$ cat config.mk
export PLATFORM = sky130hd
export DESIGN_NAME = enc_stream_arbiter_flat
export DESIGN_NICKNAME = d
export VERILOG_FILES = /design/src/rtl/enc_stream_arbiter_if.sv /design/src/rtl/enc_stream_arbiter.sv /design/src/flat_wrapper.sv
export SDC_FILE = /design/constraint.sdc
export NUM_CORES = 1
export LEC_CHECK = 0
export ABC_AREA = 1
export ABC_CLOCK_PERIOD_IN_PS = 5600
export BUFFER_PORTS_ARGS = -buffer_cell sky130_fd_sc_hd__buf_2
export CAP_MARGIN = 40
export CORE_AREA = 2 2 158 160
export CTS_CLUSTER_DIAMETER = 30
export CTS_CLUSTER_SIZE = 40
export DETAILED_ROUTE_END_ITERATION = 16
export DIE_AREA = 0 0 160 162
export HOLD_SLACK_MARGIN = 0.03
export MAX_ROUTING_LAYER = met4
export PLACE_DENSITY = 0.61
export SYNTH_ARGS = -nofsm -noshare
export SYNTH_HDL_FRONTEND = slang
export SYNTH_SLANG_ARGS = --single-unit
$ cat constraint.sdc
create_clock -name clk -period 5.6 [get_ports clk]
set_clock_uncertainty 0.2 [all_clocks]
set_input_delay 0.56 -clock clk [delete_from_list [all_inputs] [get_ports clk]]
set_output_delay 0.56 -clock clk [all_outputs]
set_load 0.01 [all_outputs]
$ cat src/rtl/enc_stream_arbiter_if.sv
// AXI4-Stream beat channel (tdata/tvalid/tready) used for every stream port of enc_stream_arbiter.
interface enc_stream_arbiter_if #(
  parameter int DATA_W = 64
);
  logic [DATA_W-1:0] tdata;
  logic              tvalid;
  logic              tready;

  modport master (output tdata, output tvalid, input tready);
  modport slave  (input tdata, input tvalid, output tready);
endinterface

$ cat src/rtl/enc_stream_arbiter.sv
// Round-robin sharing of one in-order encryption core between two requesters; a tag FIFO
// steers each result back to its issuer. Optional per-requester beat counters: ARB_BEAT_CNT_EN.
module enc_stream_arbiter #(
  parameter int DATA_W = 64,
  parameter int DEPTH  = 64
) (
  input  logic                   clk,
  input  logic                   rst,
  enc_stream_arbiter_if.slave    s0,
  enc_stream_arbiter_if.slave    s1,
  enc_stream_arbiter_if.master   c,
  enc_stream_arbiter_if.slave    r,
  enc_stream_arbiter_if.master   m0,
  enc_stream_arbiter_if.master   m1,
  output logic [$clog2(DEPTH):0] outstanding,
  output logic                   err_orphan
`ifdef ARB_BEAT_CNT_EN
  ,
  output logic [31:0]            cnt0,
  output logic [31:0]            cnt1
`endif
);
  localparam int          AW       = $clog2(DEPTH);
  localparam logic [AW:0] FULL_CNT = (AW + 1)'(DEPTH);

  typedef enum logic {
    ARB  = 1'b0,
    HOLD = 1'b1
  } state_t;

  state_t            state_reg;
  state_t            state_next;
  logic              grant_reg;
  logic              grant;
  logic              last_reg;
  logic              c_valid;
  logic              c_hs;

  logic [1:0]        src_valid;
  logic [1:0]        src_ready;
  logic [DATA_W-1:0] src_data [2];
  logic [1:0]        dst_valid;
  logic [1:0]        dst_ready;

  logic              tag_mem [DEPTH];
  logic [AW-1:0]     wr_ptr_reg;
  logic [AW-1:0]     rd_ptr_reg;
  logic [AW:0]       count_reg;
  logic              full;
  logic              empty;
  logic              head;
  logic              r_ready;
  logic              push;
  logic              pop;
  logic              err_reg;

  assign src_valid   = {s1.tvalid, s0.tvalid};
  assign src_data[0] = s0.tdata;
  assign src_data[1] = s1.tdata;
  assign dst_ready   = {m1.tready, m0.tready};

  assign full  = (count_reg == FULL_CNT);
  assign empty = (count_reg == '0);
  assign head  = tag_mem[rd_ptr_reg];

  // With no requester valid the idle grant rests on s0; nothing is issued in that case.
  always_comb begin
    state_next = state_reg;
    grant      = grant_reg;
    if (state_reg == ARB) begin
      grant = (src_valid == 2'b11) ? ~last_reg : src_valid[1];
    end
    c_valid = rst && src_valid[grant] && !full;
    c_hs    = c_valid && c.tready;
    case (state_reg)
      ARB:     if (c_valid && !c.tready) state_next = HOLD;
      HOLD:    if (c_hs) state_next = ARB;
      default: state_next = ARB;
    endcase
  end

  genvar gi;
  generate
    for (gi = 0; gi < 2; gi++) begin : g_port
      assign src_ready[gi] = rst && (grant == 1'(gi)) && c.tready && !full;
      assign dst_valid[gi] = rst && r.tvalid && !empty && (head == 1'(gi));
    end
  endgenerate

  assign c.tdata   = src_data[grant];
  assign c.tvalid  = c_valid;
  assign s0.tready = src_ready[0];
  assign s1.tready = src_ready[1];

  assign r_ready   = rst && !empty && dst_ready[head];
  assign r.tready  = r_ready;
  assign m0.tdata  = r.tdata;
  assign m1.tdata  = r.tdata;
  assign m0.tvalid = dst_valid[0];
  assign m1.tvalid = dst_valid[1];

  assign push = c_hs;
  assign pop  = r.tvalid && r_ready;

  always_ff @(posedge clk or negedge rst) begin
    if (!rst) begin
      state_reg  <= ARB;
      grant_reg  <= 1'b0;
      last_reg   <= 1'b1;
      wr_ptr_reg <= '0;
      rd_ptr_reg <= '0;
      count_reg  <= '0;
      err_reg    <= 1'b0;
    end else begin
      state_reg <= state_next;
      grant_reg <= grant;
      if (push) begin
        last_reg   <= grant;
        wr_ptr_reg <= wr_ptr_reg + 1'b1;
      end
      if (pop) rd_ptr_reg <= rd_ptr_reg + 1'b1;
      case ({push, pop})
        2'b10:   count_reg <= count_reg + 1'b1;
        2'b01:   count_reg <= count_reg - 1'b1;
        default: count_reg <= count_reg;
      endcase
      // A result with nothing outstanding means core and arbiter have lost sync.
      if (r.tvalid && empty) err_reg <= 1'b1;
    end
  end

  always_ff @(posedge clk) begin
    if (push) tag_mem[wr_ptr_reg] <= grant;
  end

  assign outstanding = count_reg;
  assign err_orphan  = err_reg;

`ifdef ARB_BEAT_CNT_EN
  generate
    for (gi = 0; gi < 2; gi++) begin : g_cnt
      logic [31:0] cnt_reg;
      always_ff @(posedge clk or negedge rst) begin
        if (!rst) begin
          cnt_reg <= '0;
        end else if (push && (grant == 1'(gi))) begin
          cnt_reg <= cnt_reg + 32'd1;
        end
      end
    end
  endgenerate

  assign cnt0 = g_cnt[0].cnt_reg;
  assign cnt1 = g_cnt[1].cnt_reg;
`endif
endmodule
$ cat src/flat_wrapper.sv
// flat-port wrapper written by rule: the top's interface ports become plain ports
module enc_stream_arbiter_flat 
#(
  parameter int DATA_W = 64,
  parameter int DEPTH  = 64
)
  (clk, rst, outstanding, err_orphan, s0_tdata, s0_tvalid, s0_tready, s1_tdata, s1_tvalid, s1_tready, c_tdata, c_tvalid, c_tready, r_tdata, r_tvalid, r_tready, m0_tdata, m0_tvalid, m0_tready, m1_tdata, m1_tvalid, m1_tready);
  enc_stream_arbiter_if #(.DATA_W(DATA_W)) s0_i ();
  enc_stream_arbiter_if #(.DATA_W(DATA_W)) s1_i ();
  enc_stream_arbiter_if #(.DATA_W(DATA_W)) c_i ();
  enc_stream_arbiter_if #(.DATA_W(DATA_W)) r_i ();
  enc_stream_arbiter_if #(.DATA_W(DATA_W)) m0_i ();
  enc_stream_arbiter_if #(.DATA_W(DATA_W)) m1_i ();
  input  logic clk;
  input  logic rst;
  output logic [$clog2(DEPTH):0] outstanding;
  output logic err_orphan;
  input wire logic [$bits(s0_i.tdata)-1:0] s0_tdata;
  input wire logic [$bits(s0_i.tvalid)-1:0] s0_tvalid;
  output wire logic [$bits(s0_i.tready)-1:0] s0_tready;
  input wire logic [$bits(s1_i.tdata)-1:0] s1_tdata;
  input wire logic [$bits(s1_i.tvalid)-1:0] s1_tvalid;
  output wire logic [$bits(s1_i.tready)-1:0] s1_tready;
  output wire logic [$bits(c_i.tdata)-1:0] c_tdata;
  output wire logic [$bits(c_i.tvalid)-1:0] c_tvalid;
  input wire logic [$bits(c_i.tready)-1:0] c_tready;
  input wire logic [$bits(r_i.tdata)-1:0] r_tdata;
  input wire logic [$bits(r_i.tvalid)-1:0] r_tvalid;
  output wire logic [$bits(r_i.tready)-1:0] r_tready;
  output wire logic [$bits(m0_i.tdata)-1:0] m0_tdata;
  output wire logic [$bits(m0_i.tvalid)-1:0] m0_tvalid;
  input wire logic [$bits(m0_i.tready)-1:0] m0_tready;
  output wire logic [$bits(m1_i.tdata)-1:0] m1_tdata;
  output wire logic [$bits(m1_i.tvalid)-1:0] m1_tvalid;
  input wire logic [$bits(m1_i.tready)-1:0] m1_tready;
  assign s0_i.tdata = s0_tdata;
  assign s0_i.tvalid = s0_tvalid;
  assign s0_tready = s0_i.tready;
  assign s1_i.tdata = s1_tdata;
  assign s1_i.tvalid = s1_tvalid;
  assign s1_tready = s1_i.tready;
  assign c_tdata = c_i.tdata;
  assign c_tvalid = c_i.tvalid;
  assign c_i.tready = c_tready;
  assign r_i.tdata = r_tdata;
  assign r_i.tvalid = r_tvalid;
  assign r_tready = r_i.tready;
  assign m0_tdata = m0_i.tdata;
  assign m0_tvalid = m0_i.tvalid;
  assign m0_i.tready = m0_tready;
  assign m1_tdata = m1_i.tdata;
  assign m1_tvalid = m1_i.tvalid;
  assign m1_i.tready = m1_tready;
  enc_stream_arbiter #(.DATA_W(DATA_W), .DEPTH(DEPTH)) u_core (.clk(clk), .rst(rst), .s0(s0_i), .s1(s1_i), .c(c_i), .r(r_i), .m0(m0_i), .m1(m1_i), .outstanding(outstanding), .err_orphan(err_orphan));
endmodule
Word-level counts from Yosys, hierarchy flattened
Memory sizes are Yosys's and may differ from the RTL's. Index checks and enable logic that the tools add are counted.

Word-level logic and storage cells: 62. RAM bits: 64. Memories: 1. Bits of input ports: 200. Register bits: 23. Output and inout port bits: 206.

Memories: u_core.tag_mem (depth 64, width 1, read ports 1, clocked after memory_dff 0, write ports 1, line enc_stream_arbiter.sv:45) `logic tag_mem [DEPTH];`.

$add $sub $neg: 4. Magnitude comparators: 3. Muxes and demuxes: 15. Bitwise gates (word level): 5. Reduce and logical (&&, ||, !) cells: 23. Equality and inequality tests: 4.

Operators with widths (number): 64-bit two-way mux (3); 1-bit logical AND (18); 7-bit one-hot mux with 2 select lines (1); 6-bit by 1-bit adder with 6-bit output (second input constant) (2); 1-bit two-way mux (10); 7-bit by 1-bit adder with 7-bit output (second input constant) (1); 7-bit == test (second input constant) (1); 7-bit zero test (1); 7-bit by 1-bit subtractor with 7-bit output (second input constant) (1); 2-bit == test (second input constant) (2); 1-bit by 2-bit < comparator with 1-bit output (second input constant) (2); 1-bit inverter (4); 1-bit zero test (3); 2-bit by 1-bit == test with 1-bit output (second input constant) (1); 2-bit greater-or-equal comparator (second input constant) (1); 1-bit inverter with 2-bit output (1); 1-bit one-hot mux with 2 select lines (1); 2-bit nonzero test (1).

Depth between registers and ports, before layout
Word-level depth: 10. Gate-level depth with buffers: 23. Depth with buffers taken out: 22.

Least setup slack after synthesis
OpenSTA, ideal clock, no wires.

Kind: register -> register. Start point: register u_core.rd_ptr_reg[0]. End point: register u_core.count_reg[6], in the netlist u_core.outstanding[6]. Library setup time: 126 ps. Stages on the path, launching flop included: 22. Data required time: 5274 ps. Arrival time: 2941 ps. Slack: 2333 ps. Path through: dfrtp_1 buf_4 buf_6 o211ai_1 nand3_1 nand3_1 nand2_1 nand3_2 nand2_1 nand2_1 nand3_2 inv_1 ha_1 inv_1 fa_1 o31ai_1 nand2_1 nand2_1 a21oi_1 xor2_1 nand2_1 o21ai_0.

Cells in the longest elaborated chain, start to end: 7. Elaborated cells on any way between the ends: 9. Classes of those cells: eq/ne: 2; mux: 3; reduce/logical: 3; memory: 1.

RTL lines: start: declaration (line enc_stream_arbiter.sv:47) `logic [AW-1:0] rd_ptr_reg;`; start signal: assignment (line enc_stream_arbiter.sv:121) `if (pop) rd_ptr_reg <= rd_ptr_reg + 1'b1;`; memory read 64 x 1 bit *; 1-bit two-way mux (not written as such) * (2 in series) (line enc_stream_arbiter.sv:95) `assign r_ready = rst && !empty && dst_ready[head];`; 1-bit logical AND * (line enc_stream_arbiter.sv:95); 1-bit logical AND * (line enc_stream_arbiter.sv:103) `assign pop = r.tvalid && r_ready;`; named net u_core.pop (line enc_stream_arbiter.sv:54) `logic pop;`; 2-bit by 1-bit == test with 1-bit output or 2-bit == test (tied branches) (line enc_stream_arbiter.sv:122) `case ({push, pop})`; 7-bit one-hot mux with 2 select lines or 2-bit nonzero test (tied branches); end signal: assignment (line enc_stream_arbiter.sv:123) `2'b10: count_reg <= count_reg + 1'b1;`; end signal: assignment (line enc_stream_arbiter.sv:124) `2'b01: count_reg <= count_reg - 1'b1;`; end signal: assignment (line enc_stream_arbiter.sv:125) `default: count_reg <= count_reg;`; end: declaration (line enc_stream_arbiter.sv:48) `logic [AW:0] count_reg;`.

Mark *: on every way through the listed nets, which the timed path passes. The rest lies on a longest branch. The select of a mux whose other input is x is not followed. A chain may end at the register's enable or synchronous reset.

Final worst setup path
Start point: register u_core.rd_ptr_reg[1]. End point: register u_core.count_reg[6], in the netlist u_core.outstanding[6].

Same word-level chain as after synthesis.

==> flow_summary.ini <==
[timing]
tightest_slew_ns = 0.688
hold_viol = 0
setup_viol = 0
finalCritPeriodShare = 0.763
fmax_mhz = 234
slew_headroom = 0.541
slew_viol_final = 0
fin_setup_tns_ns = 0
rsz0062_at_grt = false
period_needed_ns = 4.27

[worst_setup_path]
crit_path_cell_trace = inv_1 -> nand3_1 -> a21oi_1 -> nor2_1 -> nand2_1 -> nand3_2 -> nand2_1 -> nand2_1 -> nand3_2 -> inv_1 -> ha_1 -> inv_1 -> fa_1 -> o31ai_1 -> nand2_1 -> nand2_1 -> a21oi_1 -> xor2_1 -> nand2_1 -> o21ai_0
max_stage_delay_ns = 0.78
timing.reg2reg.setup_slack_ns = 1.33
r2r_start = u_core.rd_ptr_reg[1]$_DFFE_PN0P_
crit_path_start = u_core.rd_ptr_reg[1]$_DFFE_PN0P_
criticalPathCategory = flip-flop to flip-flop
crit_end = u_core.outstanding[6]$_DFFE_PN0P_
critPathArrivalTime_ns = 4.31
worst-path-max-fanout = 21
critPathSlowestCell = dfrtp_1
crit_top_cell = nand2_1
worstRegToRegCells = 20
crit_path_end_kind = flip-flop
rr_endpoint = u_core.outstanding[6]$_DFFE_PN0P_
worstPathRequired_ns = 5.63
cp-start-kind = flip-flop

[pwr]
power_density_nw_per_um2 = 473
leakage_nw = 3.45
peakVddDrop_v = 0.000463

[yosys]
synth.cell_area_um2 = 6200
synthCells = 820
ys_seq_area_frac = 0.403
yosysTopAreaCellShare = 0.310
synth_seq_cells = 87
synth_cell_type_count = 35
yosys.area.top_type = edfxtp_1
syn_area_per_cell_um2 = 7.56
syn_nets = 1029
synth_warnings = 0
synthTopCellsByArea = edfxtp_1, nand2_1, buf_4

[clock_network]
cts_sinks = 87
cts_buffers = 9
cts.reportedPaths.clkPinSlew_ns = 0.07
cts_setup_buffers = 0
tritoncts = done
cts-root-buf = clkbuf_16
clk_latency_ns = 0.35
cts_htree_levels = 3
cts.path.max_buffers = 2

[final_layout]
area_growth_pct = 12.3
drive_above_1_share = 0.283
final_area_um2 = 6960
fin_cells = 1231
layout_commonest_cell = nand2_1
regMostFlops = u_core.tag_mem
largest_reg_flops = 64
final_cell_mix = nand2_1, buf_2, nor2_1
final_nets = 1104

[flow_run]
maxCapViolCount = 0

[routing]
num_vias = 5395
viasPerCell = 4.38
dr.pass1.iters = 5
initialDrtViolationCount = 557
drt_wl_total_um = 21300
drc = 0
routedWlPerCell_um = 17.3
drtAntennaViolNets = 0

[worst_hold_path]
hp-class = flip-flop to flip-flop
min_from = u_core.err_orphan$_DFFE_PN0P_

[global_routing]
grt_overflow = 0
grt_max_degree = 97
grt_pass1_vias = 5181
grt_usage = 0.166
grt_antenna_before_repair = 7
grt_pass1_wl_um = 31200

[placement]
dp.cells = 1207
place_area_um2 = 6620
dpl.hpwl_um = 17100
io_buffers = 213
place_congestion = 0.895

[floorplan]
die_y_um = 162
die_w_um = 160
die-area_um2 = 25900
start_util = 0.257
rows = 57
coreArea_um2 = 24100
boundaryPins = 406

[status]
status = completed
==> metal layers <==
| metal | wire length, um | vias to the layer above | share of wire | track usage |
|---|---|---|---|---|
| li1 | - | 2619 | - | - |
| met1 | 8260 | 2414 | 0.39 | 0.188 |
| met2 | 9920 | 274 | 0.47 | 0.262 |
| met3 | 2180 | 88 | 0.10 | 0.0595 |
| met4 | 954 | 0 | 0.045 | 0.0819 |
| met5 | 0 | - | 0 | - |
==> cell families after synthesis <==
kind of cell               Yosys count  synth area share
DFF                                 87             0.403
buffers and inverters              211             0.213
xor gates and xnor gates            12            0.0170
and+or+nand+nor                    473             0.321
AOI/OAI and AO/OA                   28            0.0263
adders and majority gates            9            0.0194
==> timing repair <==
item                                   in CTS  in global routing
gates resized for setup                     0                  0
endpoints found under the hold margin       7                  0
setup endpoints to repair                   0                  0
hold buffers                                1                  0
==> layout make-up <==
type	instances	area, um^2
Fill cell	2736	17100
Sequential cell	87	2500
Multi-Input combinational cell	522	2380
Timing Repair Buffer	219	1130
Tap cell	324	405
Clock buffer	10	239
Inverter	56	210
Clock inverter	6	68.8
Antenna cell	7	17.5
==> through the flow <==
step | utilization | worst slack (ns) | total power, mW | hold WS [ns]
2_1_floorplan | - | 2.33 | 2.15 | 0.0644
3_3_place_gp | 0.274 | 1.56 | 2.66 | 0.235
3_5_place_dp | 0.275 | 1.38 | 2.69 | 0.239
4_1_cts | 0.288 | 1.36 | 3.32 | 0.253
5_1_grt | 0.289 | 0.973 | 3.55 | 0.273
6_report | 0.289 | 1.33 | 3.29 | 0.253
==> worst max-delay path, delay by kind of cell (launching register included) <==
kind	cells	cell delay, ns
xor+xnor	1	0.14
fa+ha+maj	2	0.76
flops	1	0.78
buf+inv	3	0.71
compound gates	4	0.54
simple gates	10	1.01
==> worst min path at each step <==
| stage | to | slack, ns | depth (start not counted) |
|---|---|---|---|
| 2_1_floorplan | async pin | 0.06 | 0 |
| 3_3_place_gp | u_core.err_orphan$_DFFE_PN0P_ | 0.23 | 1 |
| 3_5_place_dp | u_core.err_orphan$_DFFE_PN0P_ | 0.24 | 1 |
| 4_1_cts | u_core.err_orphan$_DFFE_PN0P_ | 0.25 | 1 |
| 5_1_grt | u_core.err_orphan$_DFFE_PN0P_ | 0.27 | 2 |
| 6_report | u_core.err_orphan$_DFFE_PN0P_ | 0.25 | 1 |
==> cells in the mapped netlist <==
| cell | n |
|---|---|
| nor2_1 | 80 |
| nand4_1 | 1 |
| o21ai_2 | 1 |
| nand4_2 | 3 |
| edfxtp_1 | 64 |
| fa_1 | 1 |
| buf_1 | 3 |
| ha_1 | 8 |
| o211ai_1 | 3 |
| o21ai_1 | 3 |
| nand2_2 | 2 |
| xor2_1 | 10 |
| buf_6 | 5 |
| nand2_1 | 319 |
| nand3_2 | 3 |
| dfrtp_1 | 22 |
| nand4_4 | 4 |
| nor2_4 | 1 |
| nor4_1 | 1 |
| o31ai_1 | 2 |
| or2_2 | 1 |
| dfstp_2 | 1 |
| xnor2_1 | 2 |
| a21oi_1 | 11 |
| inv_1 | 52 |
| buf_4 | 129 |
| clkbuf_1 | 12 |
| o21ai_0 | 6 |
| buf_2 | 6 |
| a21o_1 | 1 |
| nand3_1 | 51 |
| inv_2 | 4 |
| o22a_1 | 1 |
| nor3_2 | 1 |
| nor3_1 | 6 |
==> report_power, final <==
group          switching, mW  internal (mW)  leakage [nW]
logic                   1.15          0.551          2.44
registers              0.121          0.853         0.858
clock network          0.261          0.360         0.149
No activity file was read; power rests on OpenSTA's default activity.
